$ cat src/rtl/text_overlay_if.sv
// Pixel-request and string-write bundle for the text overlay renderer.
// The master drives writes, frame/blink control and pixel coordinates; the slave returns the lit bit.
interface text_overlay_if #(
  parameter int unsigned MAX_CHARS = 16
) ();
  localparam int unsigned AW = $clog2(MAX_CHARS);

  logic          wr_en;
  logic [AW-1:0] wr_addr;
  logic [5:0]    wr_char;
  logic [AW:0]   wr_len;
  logic          frame_start;
  logic          blink_en;
  logic          pix_valid;
  logic [9:0]    pix_x;
  logic [8:0]    pix_y;
  logic          out_valid;
  logic          out_on;

  modport master (
    output wr_en, wr_addr, wr_char, wr_len, frame_start, blink_en,
    output pix_valid, pix_x, pix_y,
    input  out_valid, out_on
  );

  modport slave (
    input  wr_en, wr_addr, wr_char, wr_len, frame_start, blink_en,
    input  pix_valid, pix_x, pix_y,
    output out_valid, out_on
  );
endinterface

$ cat src/rtl/text_overlay.sv
// Renders a double-buffered string of 5x7 glyphs at a fixed origin with power-of-two scaling and blinking.
// One lit/unlit bit per pixel request, fixed two-cycle latency, no stalls.
module text_overlay #(
  parameter int unsigned MAX_CHARS    = 16,
  parameter int unsigned X0           = 16,
  parameter int unsigned Y0           = 8,
  parameter int unsigned SCALE_LOG2   = 1,
  parameter int unsigned BLINK_FRAMES = 30
) (
  input logic            clk,
  input logic            resetn,
  text_overlay_if.slave  bus
);
  localparam int unsigned AW = $clog2(MAX_CHARS);
  localparam int unsigned LW = AW + 1;
  localparam int unsigned CW = 8;

  // Glyph bitmaps, row 0 in the top five bits, bit 4 of each row is the leftmost column.
  function automatic logic [34:0] glyph(input logic [5:0] code);
    logic [34:0] g;
    g = '0;
    case (code)
      6'd1:  g = {5'h0E, 5'h11, 5'h13, 5'h15, 5'h19, 5'h11, 5'h0E};
      6'd2:  g = {5'h04, 5'h0C, 5'h04, 5'h04, 5'h04, 5'h04, 5'h0E};
      6'd3:  g = {5'h0E, 5'h11, 5'h01, 5'h02, 5'h04, 5'h08, 5'h1F};
      6'd4:  g = {5'h1F, 5'h02, 5'h04, 5'h02, 5'h01, 5'h11, 5'h0E};
      6'd5:  g = {5'h02, 5'h06, 5'h0A, 5'h12, 5'h1F, 5'h02, 5'h02};
      6'd6:  g = {5'h1F, 5'h10, 5'h1E, 5'h01, 5'h01, 5'h11, 5'h0E};
      6'd7:  g = {5'h06, 5'h08, 5'h10, 5'h1E, 5'h11, 5'h11, 5'h0E};
      6'd8:  g = {5'h1F, 5'h01, 5'h02, 5'h04, 5'h08, 5'h08, 5'h08};
      6'd9:  g = {5'h0E, 5'h11, 5'h11, 5'h0E, 5'h11, 5'h11, 5'h0E};
      6'd10: g = {5'h0E, 5'h11, 5'h11, 5'h0F, 5'h01, 5'h02, 5'h0C};
      6'd11: g = {5'h0E, 5'h11, 5'h11, 5'h11, 5'h1F, 5'h11, 5'h11};
      6'd12: g = {5'h1E, 5'h11, 5'h11, 5'h1E, 5'h11, 5'h11, 5'h1E};
      6'd13: g = {5'h0E, 5'h11, 5'h10, 5'h10, 5'h10, 5'h11, 5'h0E};
      6'd14: g = {5'h1C, 5'h12, 5'h11, 5'h11, 5'h11, 5'h12, 5'h1C};
      6'd15: g = {5'h1F, 5'h10, 5'h10, 5'h1E, 5'h10, 5'h10, 5'h1F};
      6'd16: g = {5'h1F, 5'h10, 5'h10, 5'h1E, 5'h10, 5'h10, 5'h10};
      6'd17: g = {5'h0E, 5'h11, 5'h10, 5'h17, 5'h11, 5'h11, 5'h0F};
      6'd18: g = {5'h11, 5'h11, 5'h11, 5'h1F, 5'h11, 5'h11, 5'h11};
      6'd19: g = {5'h0E, 5'h04, 5'h04, 5'h04, 5'h04, 5'h04, 5'h0E};
      6'd20: g = {5'h07, 5'h02, 5'h02, 5'h02, 5'h02, 5'h12, 5'h0C};
      6'd21: g = {5'h11, 5'h12, 5'h14, 5'h18, 5'h14, 5'h12, 5'h11};
      6'd22: g = {5'h10, 5'h10, 5'h10, 5'h10, 5'h10, 5'h10, 5'h1F};
      6'd23: g = {5'h11, 5'h1B, 5'h15, 5'h15, 5'h11, 5'h11, 5'h11};
      6'd24: g = {5'h11, 5'h11, 5'h19, 5'h15, 5'h13, 5'h11, 5'h11};
      6'd25: g = {5'h0E, 5'h11, 5'h11, 5'h11, 5'h11, 5'h11, 5'h0E};
      6'd26: g = {5'h1E, 5'h11, 5'h11, 5'h1E, 5'h10, 5'h10, 5'h10};
      6'd27: g = {5'h0E, 5'h11, 5'h11, 5'h11, 5'h15, 5'h12, 5'h0D};
      6'd28: g = {5'h1E, 5'h11, 5'h11, 5'h1E, 5'h14, 5'h12, 5'h11};
      6'd29: g = {5'h0F, 5'h10, 5'h10, 5'h0E, 5'h01, 5'h01, 5'h1E};
      6'd30: g = {5'h1F, 5'h04, 5'h04, 5'h04, 5'h04, 5'h04, 5'h04};
      6'd31: g = {5'h11, 5'h11, 5'h11, 5'h11, 5'h11, 5'h11, 5'h0E};
      6'd32: g = {5'h11, 5'h11, 5'h11, 5'h11, 5'h11, 5'h0A, 5'h04};
      6'd33: g = {5'h11, 5'h11, 5'h11, 5'h15, 5'h15, 5'h15, 5'h0A};
      6'd34: g = {5'h11, 5'h11, 5'h0A, 5'h04, 5'h0A, 5'h11, 5'h11};
      6'd35: g = {5'h11, 5'h11, 5'h11, 5'h0A, 5'h04, 5'h04, 5'h04};
      6'd36: g = {5'h1F, 5'h01, 5'h02, 5'h04, 5'h08, 5'h10, 5'h1F};
      default: g = '0;
    endcase
    return g;
  endfunction

  // Gap column (5) and out-of-range rows read as unlit.
  function automatic logic font_bit(input logic [34:0] g, input logic [2:0] row,
                                    input logic [2:0] col);
    logic [4:0] bits;
    int         base;
    logic       b;
    bits = '0;
    b    = 1'b0;
    if (row < 3'd7) begin
      base = 34 - 5 * int'(row);
      bits = g[base -: 5];
    end
    if (col < 3'd5) b = bits[3'd4 - col];
    return b;
  endfunction

  logic [5:0]    sh_chars_q  [MAX_CHARS];
  logic [5:0]    act_chars_q [MAX_CHARS];
  logic [LW-1:0] sh_len_q, sh_len_d;
  logic [LW-1:0] act_len_q;
  logic [CW-1:0] frame_cnt_q;
  logic          blink_phase_q;

  logic          s1_valid_q, s1_inside_q;
  logic [AW-1:0] s1_ci_q;
  logic [2:0]    s1_row_q, s1_col_q;
  logic          out_valid_q, out_on_q, out_on_d;

  logic [10:0]   dx_c, dy_c, fx_c, fy_c, ci_c;
  logic          inside_c;

  assign sh_len_d = (bus.wr_len > LW'(MAX_CHARS)) ? LW'(MAX_CHARS) : bus.wr_len;

  // Shadow written by the host; active bank snapshots the pre-write shadow at frame start.
  always_ff @(posedge clk or negedge resetn) begin
    if (!resetn) begin
      for (int i = 0; i < int'(MAX_CHARS); i++) begin
        sh_chars_q[i]  <= '0;
        act_chars_q[i] <= '0;
      end
      sh_len_q  <= '0;
      act_len_q <= '0;
    end else begin
      if (bus.frame_start) begin
        act_chars_q <= sh_chars_q;
        act_len_q   <= sh_len_q;
      end
      if (bus.wr_en) begin
        sh_chars_q[bus.wr_addr] <= bus.wr_char;
        sh_len_q                <= sh_len_d;
      end
    end
  end

  // Blink half-period counter, free-running regardless of blink_en.
  always_ff @(posedge clk or negedge resetn) begin
    if (!resetn) begin
      frame_cnt_q   <= '0;
      blink_phase_q <= 1'b0;
    end else if (bus.frame_start) begin
      if (frame_cnt_q == CW'(BLINK_FRAMES - 1)) begin
        frame_cnt_q   <= '0;
        blink_phase_q <= ~blink_phase_q;
      end else begin
        frame_cnt_q <= frame_cnt_q + CW'(1);
      end
    end
  end

  // Wrapping subtraction is safe: the explicit >= origin compares reject underflowed values.
  always_comb begin
    dx_c     = 11'(bus.pix_x) - 11'(X0);
    dy_c     = 11'(bus.pix_y) - 11'(Y0);
    fx_c     = dx_c >> SCALE_LOG2;
    fy_c     = dy_c >> SCALE_LOG2;
    ci_c     = fx_c / 11'd6;
    inside_c = (11'(bus.pix_x) >= 11'(X0)) && (11'(bus.pix_y) >= 11'(Y0)) &&
               (fy_c < 11'd7) && (ci_c < 11'(act_len_q));
  end

  always_ff @(posedge clk or negedge resetn) begin
    if (!resetn) begin
      s1_valid_q  <= 1'b0;
      s1_inside_q <= 1'b0;
      s1_ci_q     <= '0;
      s1_row_q    <= '0;
      s1_col_q    <= '0;
    end else begin
      s1_valid_q  <= bus.pix_valid;
      s1_inside_q <= inside_c;
      s1_ci_q     <= AW'(ci_c);
      s1_row_q    <= 3'(fy_c);
      s1_col_q    <= 3'(fx_c % 11'd6);
    end
  end

  always_comb begin
    out_on_d = 1'b0;
    if (s1_valid_q && s1_inside_q)
      out_on_d = font_bit(glyph(act_chars_q[s1_ci_q]), s1_row_q, s1_col_q) &&
                 !(bus.blink_en && blink_phase_q);
  end

  always_ff @(posedge clk or negedge resetn) begin
    if (!resetn) begin
      out_valid_q <= 1'b0;
      out_on_q    <= 1'b0;
    end else begin
      out_valid_q <= s1_valid_q;
      out_on_q    <= out_on_d;
    end
  end

  assign bus.out_valid = out_valid_q;
  assign bus.out_on    = out_on_q;
endmodule

$ cat src/flat_wrapper.sv
// flat-port wrapper written by rule: the top's interface ports become plain ports
module text_overlay_flat 
#(
  parameter int unsigned MAX_CHARS    = 16,
  parameter int unsigned X0           = 16,
  parameter int unsigned Y0           = 8,
  parameter int unsigned SCALE_LOG2   = 1,
  parameter int unsigned BLINK_FRAMES = 30
)
  (clk, resetn, bus_wr_en, bus_wr_addr, bus_wr_char, bus_wr_len, bus_frame_start, bus_blink_en, bus_pix_valid, bus_pix_x, bus_pix_y, bus_out_valid, bus_out_on);
  text_overlay_if #(.MAX_CHARS(MAX_CHARS)) bus_i ();
  input logic clk;
  input logic resetn;
  input wire logic [$bits(bus_i.wr_en)-1:0] bus_wr_en;
  input wire logic [$bits(bus_i.wr_addr)-1:0] bus_wr_addr;
  input wire logic [$bits(bus_i.wr_char)-1:0] bus_wr_char;
  input wire logic [$bits(bus_i.wr_len)-1:0] bus_wr_len;
  input wire logic [$bits(bus_i.frame_start)-1:0] bus_frame_start;
  input wire logic [$bits(bus_i.blink_en)-1:0] bus_blink_en;
  input wire logic [$bits(bus_i.pix_valid)-1:0] bus_pix_valid;
  input wire logic [$bits(bus_i.pix_x)-1:0] bus_pix_x;
  input wire logic [$bits(bus_i.pix_y)-1:0] bus_pix_y;
  output wire logic [$bits(bus_i.out_valid)-1:0] bus_out_valid;
  output wire logic [$bits(bus_i.out_on)-1:0] bus_out_on;
  assign bus_i.wr_en = bus_wr_en;
  assign bus_i.wr_addr = bus_wr_addr;
  assign bus_i.wr_char = bus_wr_char;
  assign bus_i.wr_len = bus_wr_len;
  assign bus_i.frame_start = bus_frame_start;
  assign bus_i.blink_en = bus_blink_en;
  assign bus_i.pix_valid = bus_pix_valid;
  assign bus_i.pix_x = bus_pix_x;
  assign bus_i.pix_y = bus_pix_y;
  assign bus_out_valid = bus_i.out_valid;
  assign bus_out_on = bus_i.out_on;
  text_overlay #(.MAX_CHARS(MAX_CHARS), .X0(X0), .Y0(Y0), .SCALE_LOG2(SCALE_LOG2), .BLINK_FRAMES(BLINK_FRAMES)) u_core (.clk(clk), .resetn(resetn), .bus(bus_i));
endmodule
$ cat config.mk
export PLATFORM = sky130hd
export DESIGN_NAME = text_overlay_flat
export DESIGN_NICKNAME = d
export VERILOG_FILES = /design/src/rtl/text_overlay_if.sv /design/src/rtl/text_overlay.sv /design/src/flat_wrapper.sv
export SDC_FILE = /design/constraint.sdc
export NUM_CORES = 1
export LEC_CHECK = 0
export ABC_AREA = 0
export CAP_MARGIN = 40
export CORE_ASPECT_RATIO = 2
export CORE_MARGIN = 2
export CORE_UTILIZATION = 58
export DETAILED_ROUTE_END_ITERATION = 12
export PLACE_DENSITY = 0.76
export SLEW_MARGIN = 20
export SYNTH_ARGS = -nofsm -noshare
export SYNTH_HDL_FRONTEND = slang
export SYNTH_SLANG_ARGS = --single-unit
$ cat constraint.sdc
create_clock -name clk -period 5.04 [get_ports clk]
set_clock_uncertainty 0.1 [all_clocks]
set_input_delay 1.008 -clock clk [delete_from_list [all_inputs] [get_ports clk]]
set_output_delay 1.008 -clock clk [all_outputs]
set_load 0.01 [all_outputs]
==> results of run 1 <==
cell type report:
class / instances / area (um2)
inverter: 29 / 111
clock buffer: 26 / 574
timing repair buffer: 174 / 1490
clock inverter: 11 / 149
fill: 1731 / 7690
tap: 287 / 359
multi-input combinational: 973 / 7620
sequential: 225 / 5630
sequential cells by signal, summed over array words and instances, names as in the netlist:
register	flops
u_core.blink_phase_q	1
u_core.sh_chars_q	96
u_core.bus.out_on	1
u_core.s1_ci_q	4
u_core.act_len_q	5
u_core.s1_col_q	3
u_core.s1_inside_q	1
u_core.act_chars_q	96
u_core.frame_cnt_q	8
u_core.bus.out_valid	1
u_core.sh_len_q	5
u_core.s1_valid_q	1
u_core.s1_row_q	3
worst paths after layout:
check | depth (start not counted) | from | endpoint | slack (ns)
setup / recovery | 17 | u_core.s1_ci_q[0]$_DFF_PN0_ | u_core.bus.out_on$_DFF_PN0_ | 0.10
hold / removal | 0 | u_core.s1_valid_q$_DFF_PN0_ | u_core.bus.out_valid$_DFF_PN0_ | 0.34
setup reg to reg | 17 | u_core.s1_ci_q[0]$_DFF_PN0_ | u_core.bus.out_on$_DFF_PN0_ | 0.10
hold reg to reg | 0 | u_core.s1_valid_q$_DFF_PN0_ | u_core.bus.out_valid$_DFF_PN0_ | 0.34
max in group asynchronous | 2 | resetn | u_core.act_chars_q[44]$_DFFE_PN0P_ | 3.29
min in group asynchronous | 1 | resetn | u_core.sh_chars_q[61]$_DFFE_PN0P_ | 0.46
where the power goes:
part           switching, uW  total [uW]  internal [uW]
sequential               307        2560           2250
combinational           3250        5450           2200
clock                    698        1670            972
total                   4260        9680           5430
worst reg2reg max path: stages (launching register included):
cell	delay, ns
dfrtp_1	0.38
buf_12	0.21
mux4_1	0.66
nand3_1	0.15
and4_1	0.38
ha_1	0.39
buf_4	0.20
inv_1	0.11
nand3_1	0.12
a21boi_0	0.16
o221a_1	0.27
o211ai_1	0.34
nor2_1	0.08
a31oi_1	0.30
o22ai_1	0.14
o211ai_1	0.21
or4b_1	0.46
o211a_1	0.16
synth_stat cells, drive strengths merged, types with 6 or more instances:
| cell | count | area (um2) |
|---|---|---|
| o221ai | 6 | 52.6 |
| o31ai | 9 | 72.6 |
| mux4 | 17 | 394 |
| mux2 | 200 | 2250 |
| nand2 | 87 | 329 |
| o21ai | 67 | 339 |
| a211o | 6 | 52.6 |
| a311oi | 7 | 61.3 |
| and3 | 8 | 50.1 |
| nand3 | 55 | 280 |
| nor3 | 40 | 220 |
| a31oi | 19 | 119 |
| nand4 | 18 | 113 |
| a22oi | 11 | 92.6 |
| ha | 29 | 363 |
| nor2 | 64 | 243 |
| buf | 43 | 263 |
| o22ai | 10 | 62.6 |
| xnor2 | 18 | 158 |
| or3 | 8 | 50.1 |
| inv | 28 | 108 |
| and2 | 14 | 87.6 |
| mux2i | 23 | 230 |
| a211oi | 21 | 163 |
| o211ai | 25 | 193 |
| o311ai | 6 | 52.6 |
| clkbuf | 64 | 244 |
| a21oi | 56 | 280 |
| a221oi | 11 | 115 |
| dfrtp | 225 | 5630 |
| nor2b | 13 | 81.3 |
| nand2b | 9 | 56.3 |
| a2111oi | 7 | 68.8 |
| nor4 | 9 | 68.8 |
timing repair:
item                       in CTS  in global routing
buffers inserted                0                  1
gates resized for setup         0                  9
setup endpoints to repair       0                  3
hold buffers                    0                  0
per-stage QoR:
| step | std cells | utilization [%] | hold WS (ns) | setup TNS, ns | setup slack (ns) |
|---|---|---|---|---|---|
| 2_1_floorplan | 1334 | - | 0.254 | 0 | 0.145 |
| 3_3_place_gp | 1681 | 64.0 | 0.328 | -0.412 | -0.200 |
| 3_5_place_dp | 1684 | 64.1 | 0.315 | -0.958 | -0.334 |
| 4_1_cts | 1721 | 67.2 | 0.345 | 0 | 0.0810 |
| 5_1_grt | 1725 | 67.5 | 0.354 | -0.00511 | -0.00511 |
| 6_report | 1725 | 67.5 | 0.339 | 0 | 0.102 |
layer usage:
layer  up-vias  global-route usage [%]  routed length [um]
met5         -                       0                   0
met4         0                    17.3                2490
met3       176                    5.16                3240
met2       648                    60.5               22600
met1      6045                    45.1               17100
li1       5213                       -                   -
cell usage in the layout, fill, tap and decap left out, types with 5 or more instances in the layout:
cell type / instances
mux2i_1: 23
o221ai_1: 6
nor2b_1: 13
xnor2_1: 17
a22oi_1: 9
nand2_1: 86
o21ai_0: 54
or3_1: 8
o211ai_1: 24
nor2_1: 61
clkdlybuf4s50_1: 38
a22o_1: 5
nand4_1: 18
o21ai_1: 12
o41ai_1: 5
a21oi_1: 56
clkbuf_16: 21
buf_12: 5
mux4_2: 14
o31ai_1: 7
nand2b_1: 9
nor3_1: 36
and3_1: 8
nor4_1: 7
nand3_1: 54
o22ai_1: 10
and2_1: 13
a211o_1: 6
buf_4: 128
inv_1: 24
a221oi_1: 8
a21o_1: 5
a31oi_1: 19
dfrtp_1: 224
xor2_1: 5
ha_1: 29
a211oi_1: 20
nand3b_1: 5
mux2_2: 200
a311oi_1: 7
cells by family after synthesis:
kind of cell	synth area share, %
and+or+nand+nor	13.0
AOI/OAI and AO/OA	16.9
muxes	20.8
DFF	40.7
buffers and inverters	4.47
adders and majority gates	2.69
xor gates and xnor gates	1.46
==> metrics.txt, run 1 <==
status complete, but fails checks; dpl hpwl 31700 um; CP Class flop to flop; I/O pin cnt 42; first-pass GRT wire length 70200 um; gr ovfl total 0; H-tree depth 1; sequential share of the synthesized area 40.7%; final instance area 15900 um2; Critical Path RT 5.34 ns; Vias/cell 7.00; initial antenna violation count 0; CP Launch Type flop; Cell Rows 80; failing checks DRC; Die H 222 um; Async SR Flop Fraction 100%; pwr/cell area 608 nW/um2; CTS Root Cell clkbuf_16; Fin. Hold Viols 0; Yosys warning count 0; DRT iter0 DRCs 1305; die area 25200 um2; DRC viols 1; Starting Density 58.6%; synthesized cell area 13800 um2; top_reg_cell synth dfrtp_1; max_slew headroom 42.3%; core area 23600 um2; max_cap viols 0; Post-DP Area 15100 um2; crit end category flop; DR pass1 iterations 10; WP buf/inv 3; Yosys reg bits 225; Post-synth EDFFs 0; WL per Instance 26.3 um; final WL 45400 um; Mapped Avg Cell Area 10.4 um2; Pins Over Slew Limit 0; final-stage net count 1493; vias 12100; Chip Width 113 um; gr usage total 35.9%; synth unique cells 102; vias in the first global route 12300; Sink Count 225; Routed Antenna Nets 0; Clock Pin Slew Worst Setup and Hold Paths 0.07 ns; critical path arrival 5.23 ns; Max rail drop VDD 0.564 mV; crit path time final 4.94 ns; gpl congestion 0.976; delay-heaviest family, CP compound AO/OA/AOI/OAI gates; Max clock buf depth 3; port bufs 40; layout cells sized above 1 29.3%; cell count after synthesis 1334; Final period util 98.0%; fmax 203 MHz; Worst path slowest cell mux4_1; PnR Total Power 9680 uW; Mapped Nets 1403; CP max stage delay 0.64 ns; Area Growth Syn to Fin 15.2%; CTS tree built; CTS Buf Count 21; measured slew at the worst slew-check pin 0.863 ns; Hold Crit Class flop to flop; pin count of the biggest net entering global routing 120; final setup vio count 0; Leak 0.00675 uW; worst path cell trace buf_12 -> mux4_1 -> nand3_1 -> and4_1 -> ha_1 -> buf_4 -> inv_1 -> nand3_1 -> a21boi_0 -> o221a_1 -> o211ai_1 -> nor2_1 -> a31oi_1 -> o22ai_1 -> o211ai_1 -> or4b_1 -> o211a_1; clk_lat worst skew 0.51 ns; worst-path maximum fanout 19; RSZ-0062 raised after global routing true; Antenna diodes 0
Note: power is estimated with default switching activity, not from simulation.
==> run 2: changes to the inputs <==
==> constraint.sdc (replaced) <==
create_clock -name clk -period 5.65 [get_ports clk]
set_clock_uncertainty 0.1 [all_clocks]
set_input_delay 1.13 -clock clk [delete_from_list [all_inputs] [get_ports clk]]
set_output_delay 1.13 -clock clk [all_outputs]
set_load 0.01 [all_outputs]
==> run 2 against run 1 <==
First-iteration DRC count decreased by 5.9%. Critical path type is now input port to flop. Via count decreased by 2.8%. Sequential share of layout area increased by 0.67 points. The flow still finishes with violations (DRC). Largest cell class unchanged. Flip-flop and latch count unchanged. Hold slack improved by 0.022 ns. Non-clock buffer count decreased by 31. Setup slack improved by 0.25 ns. Register-to-register slack improved by 0.33 ns. Global-route usage decreased by 2.3 points. Wire length decreased by 6.8%.
==> metrics.txt, run 2 (synthesized netlist as in run 1, its figures left out) <==
Antenna diodes 0 (unchanged); Die H 222 um (unchanged); vias 11700 (-2.8%); first-pass GRT wire length 66300 um (-5.6%); final WL 42300 um (-6.8%); measured slew at the worst slew-check pin 0.822 ns (-0.0409 ns); Vias/cell 6.93 (-1.0%); Sink Count 225 (unchanged); most frequent cells in the layout 225 x dfrtp_1, 200 x mux2_2, 97 x buf_4; worst path cell trace clkdlybuf4s50_1 -> inv_1 -> ha_1 -> or3b_2 -> nor2_1 -> a31o_2 -> nand2_1 -> o21ai_0 -> a221oi_1 -> mux4_2 -> nor2_1 -> a211oi_1 -> a31oi_1 -> xnor2_1 -> ha_1 -> a221oi_2 -> a21oi_1 -> nor4_1; DRC viols 1 (unchanged); Starting Density 58.6% (unchanged); gr ovfl total 0 (unchanged); gpl congestion 0.964 (-1.2%); CP max stage delay 0.56 ns (-0.08 ns); CTS tree built; max_slew headroom 45.0% (+2.7 points); port bufs 40 (unchanged); Worst path slowest cell mux4_2; Clock Pin Slew Worst Setup and Hold Paths 0.06 ns (about the same); failing checks DRC; CP Class input port to flop; initial antenna violation count 0 (unchanged); Final period util 93.7%; DRT iter0 DRCs 1228 (-5.9%); flop2flop setup slack 0.43 ns (+0.33 ns); slack of the critical path 0.354 ns (+0.252 ns); die area 25200 um2 (unchanged); max_cap viols 0 (unchanged); setup TNS 0 ns (unchanged); critical path arrival 5.59 ns (+0.36 ns); clk_lat worst skew 0.51 ns (about the same); most common cell after layout, fill and taps aside dfrtp_1; final-stage net count 1462 (-2.1%); CP Launch Type input port; Max clock buf depth 3 (unchanged); worst-path maximum fanout 7 (-12); Fin. Hold Viols 0 (unchanged); Leak 0.00659 uW (-2.4%); fillers 1869 (+8.0%); Hold Crit Class flop to flop; I/O pin cnt 42 (unchanged); Chip Width 113 um (unchanged); pwr/cell area 528 nW/um2 (-13%); core area 23600 um2 (unchanged); Area Growth Syn to Fin 13.0%; gr usage total 33.7% (-2.3 points); crit end category flop; Final Non-Filler Cells 1693 (-1.9%); Setup Buffers After CTS 0 (unchanged); WL per Instance 25.0 um (-5.1%); pre-CTS setup slack -0.114 ns (+0.219 ns); H-tree depth 1 (unchanged); # resized after CTS 0 (unchanged); vias in the first global route 11800 (-4.4%); hold buffer count at CTS 0 (unchanged); Placed Cells 1650 (-2.0%); Pins Over Slew Limit 0 (unchanged); RSZ-0062 raised after global routing false; crit path time final 5.30 ns; fmax 189 MHz; Critical Path RT 5.94 ns (+0.60 ns); Max rail drop VDD 0.368 mV (-35%); CTS Buf Count 21 (unchanged); pin count of the biggest net entering global routing 147 (+23%); final setup vio count 0 (unchanged); CTS Root Cell clkbuf_16; Cell Rows 80 (unchanged); Routed Antenna Nets 0 (unchanged); layout cells sized above 1 27.4% (-1.9 points); status complete, but fails checks; Regs by FF count u_core.act_chars_q: 96 flops, u_core.sh_chars_q: 96 flops, u_core.frame_cnt_q: 8 flops; dpl hpwl 29700 um (-6.2%); DR pass1 iterations 10 (unchanged)
[run 2: path summary, 6_finish.rpt]
| kind | depth (start not counted) | from | end |
|---|---|---|---|
| min in group asynchronous | 1 | resetn | u_core.act_chars_q[58]$_DFFE_PN0P_ |
| worst max-delay path | 18 | bus_pix_x[5] | u_core.s1_inside_q$_DFF_PN0_ |
| worst min-delay path | 0 | u_core.s1_valid_q$_DFF_PN0_ | u_core.bus.out_valid$_DFF_PN0_ |
| worst min register to register | 0 | u_core.s1_valid_q$_DFF_PN0_ | u_core.bus.out_valid$_DFF_PN0_ |
| worst max register to register | 15 | u_core.s1_ci_q[0]$_DFF_PN0_ | u_core.bus.out_on$_DFF_PN0_ |
| max in group asynchronous | 3 | resetn | u_core.s1_row_q[0]$_DFF_PN0_ |
[run 2: power by group]
group	leakage (uW)	switching [uW]	total (uW)	internal [uW]
clock network	0.000337	593	1390	798
registers	0.00277	264	2270	2010
logic	0.00348	2760	4590	1830
[run 2: through the flow]
stage	hold WS, ns	area [um2]	utilization [%]	power [uW]
floorplan	0.254	13800	-	5050
global placement	0.341	14800	62.8	6660
detailed placement	0.341	14900	63.0	6710
CTS	0.360	15600	65.9	8140
global route	0.375	15600	66.2	8670
finish	0.361	15600	66.2	8250
[run 2: cell type report]
| type | instances | area [um2] | share of cell area, % |
|---|---|---|---|
| Multi-Input combinational cell | 973 | 7600 | 48.6 |
| Sequential cell | 225 | 5630 | 36.0 |
| Timing Repair Buffer | 143 | 1250 | 8.03 |
| Clock buffer | 28 | 602 | 3.85 |
| Tap cell | 287 | 359 | 2.30 |
| Inverter | 29 | 111 | 0.712 |
| Clock inverter | 8 | 78.8 | 0.504 |
[run 2: routing by layer]
layer  share of wire (%)  up-vias  track usage [%]
met5                   0        -                0
met4                 5.2        0             14.6
met3                 6.8      156             4.80
met2                  50      593             55.5
met1                  38     5831             44.2
li1                    -     5158                -
[run 2: worst max-delay path: cells and delay by family]
family / cells / cell delay [ns]
AO/OA/AOI/OAI: 7 / 1.43
AND/OR/NAND/NOR: 5 / 1.37
multiplexers: 1 / 0.56
buffers and inverters: 2 / 0.54
adder cells (fa/ha/maj): 2 / 0.41
XOR/XNOR: 1 / 0.15
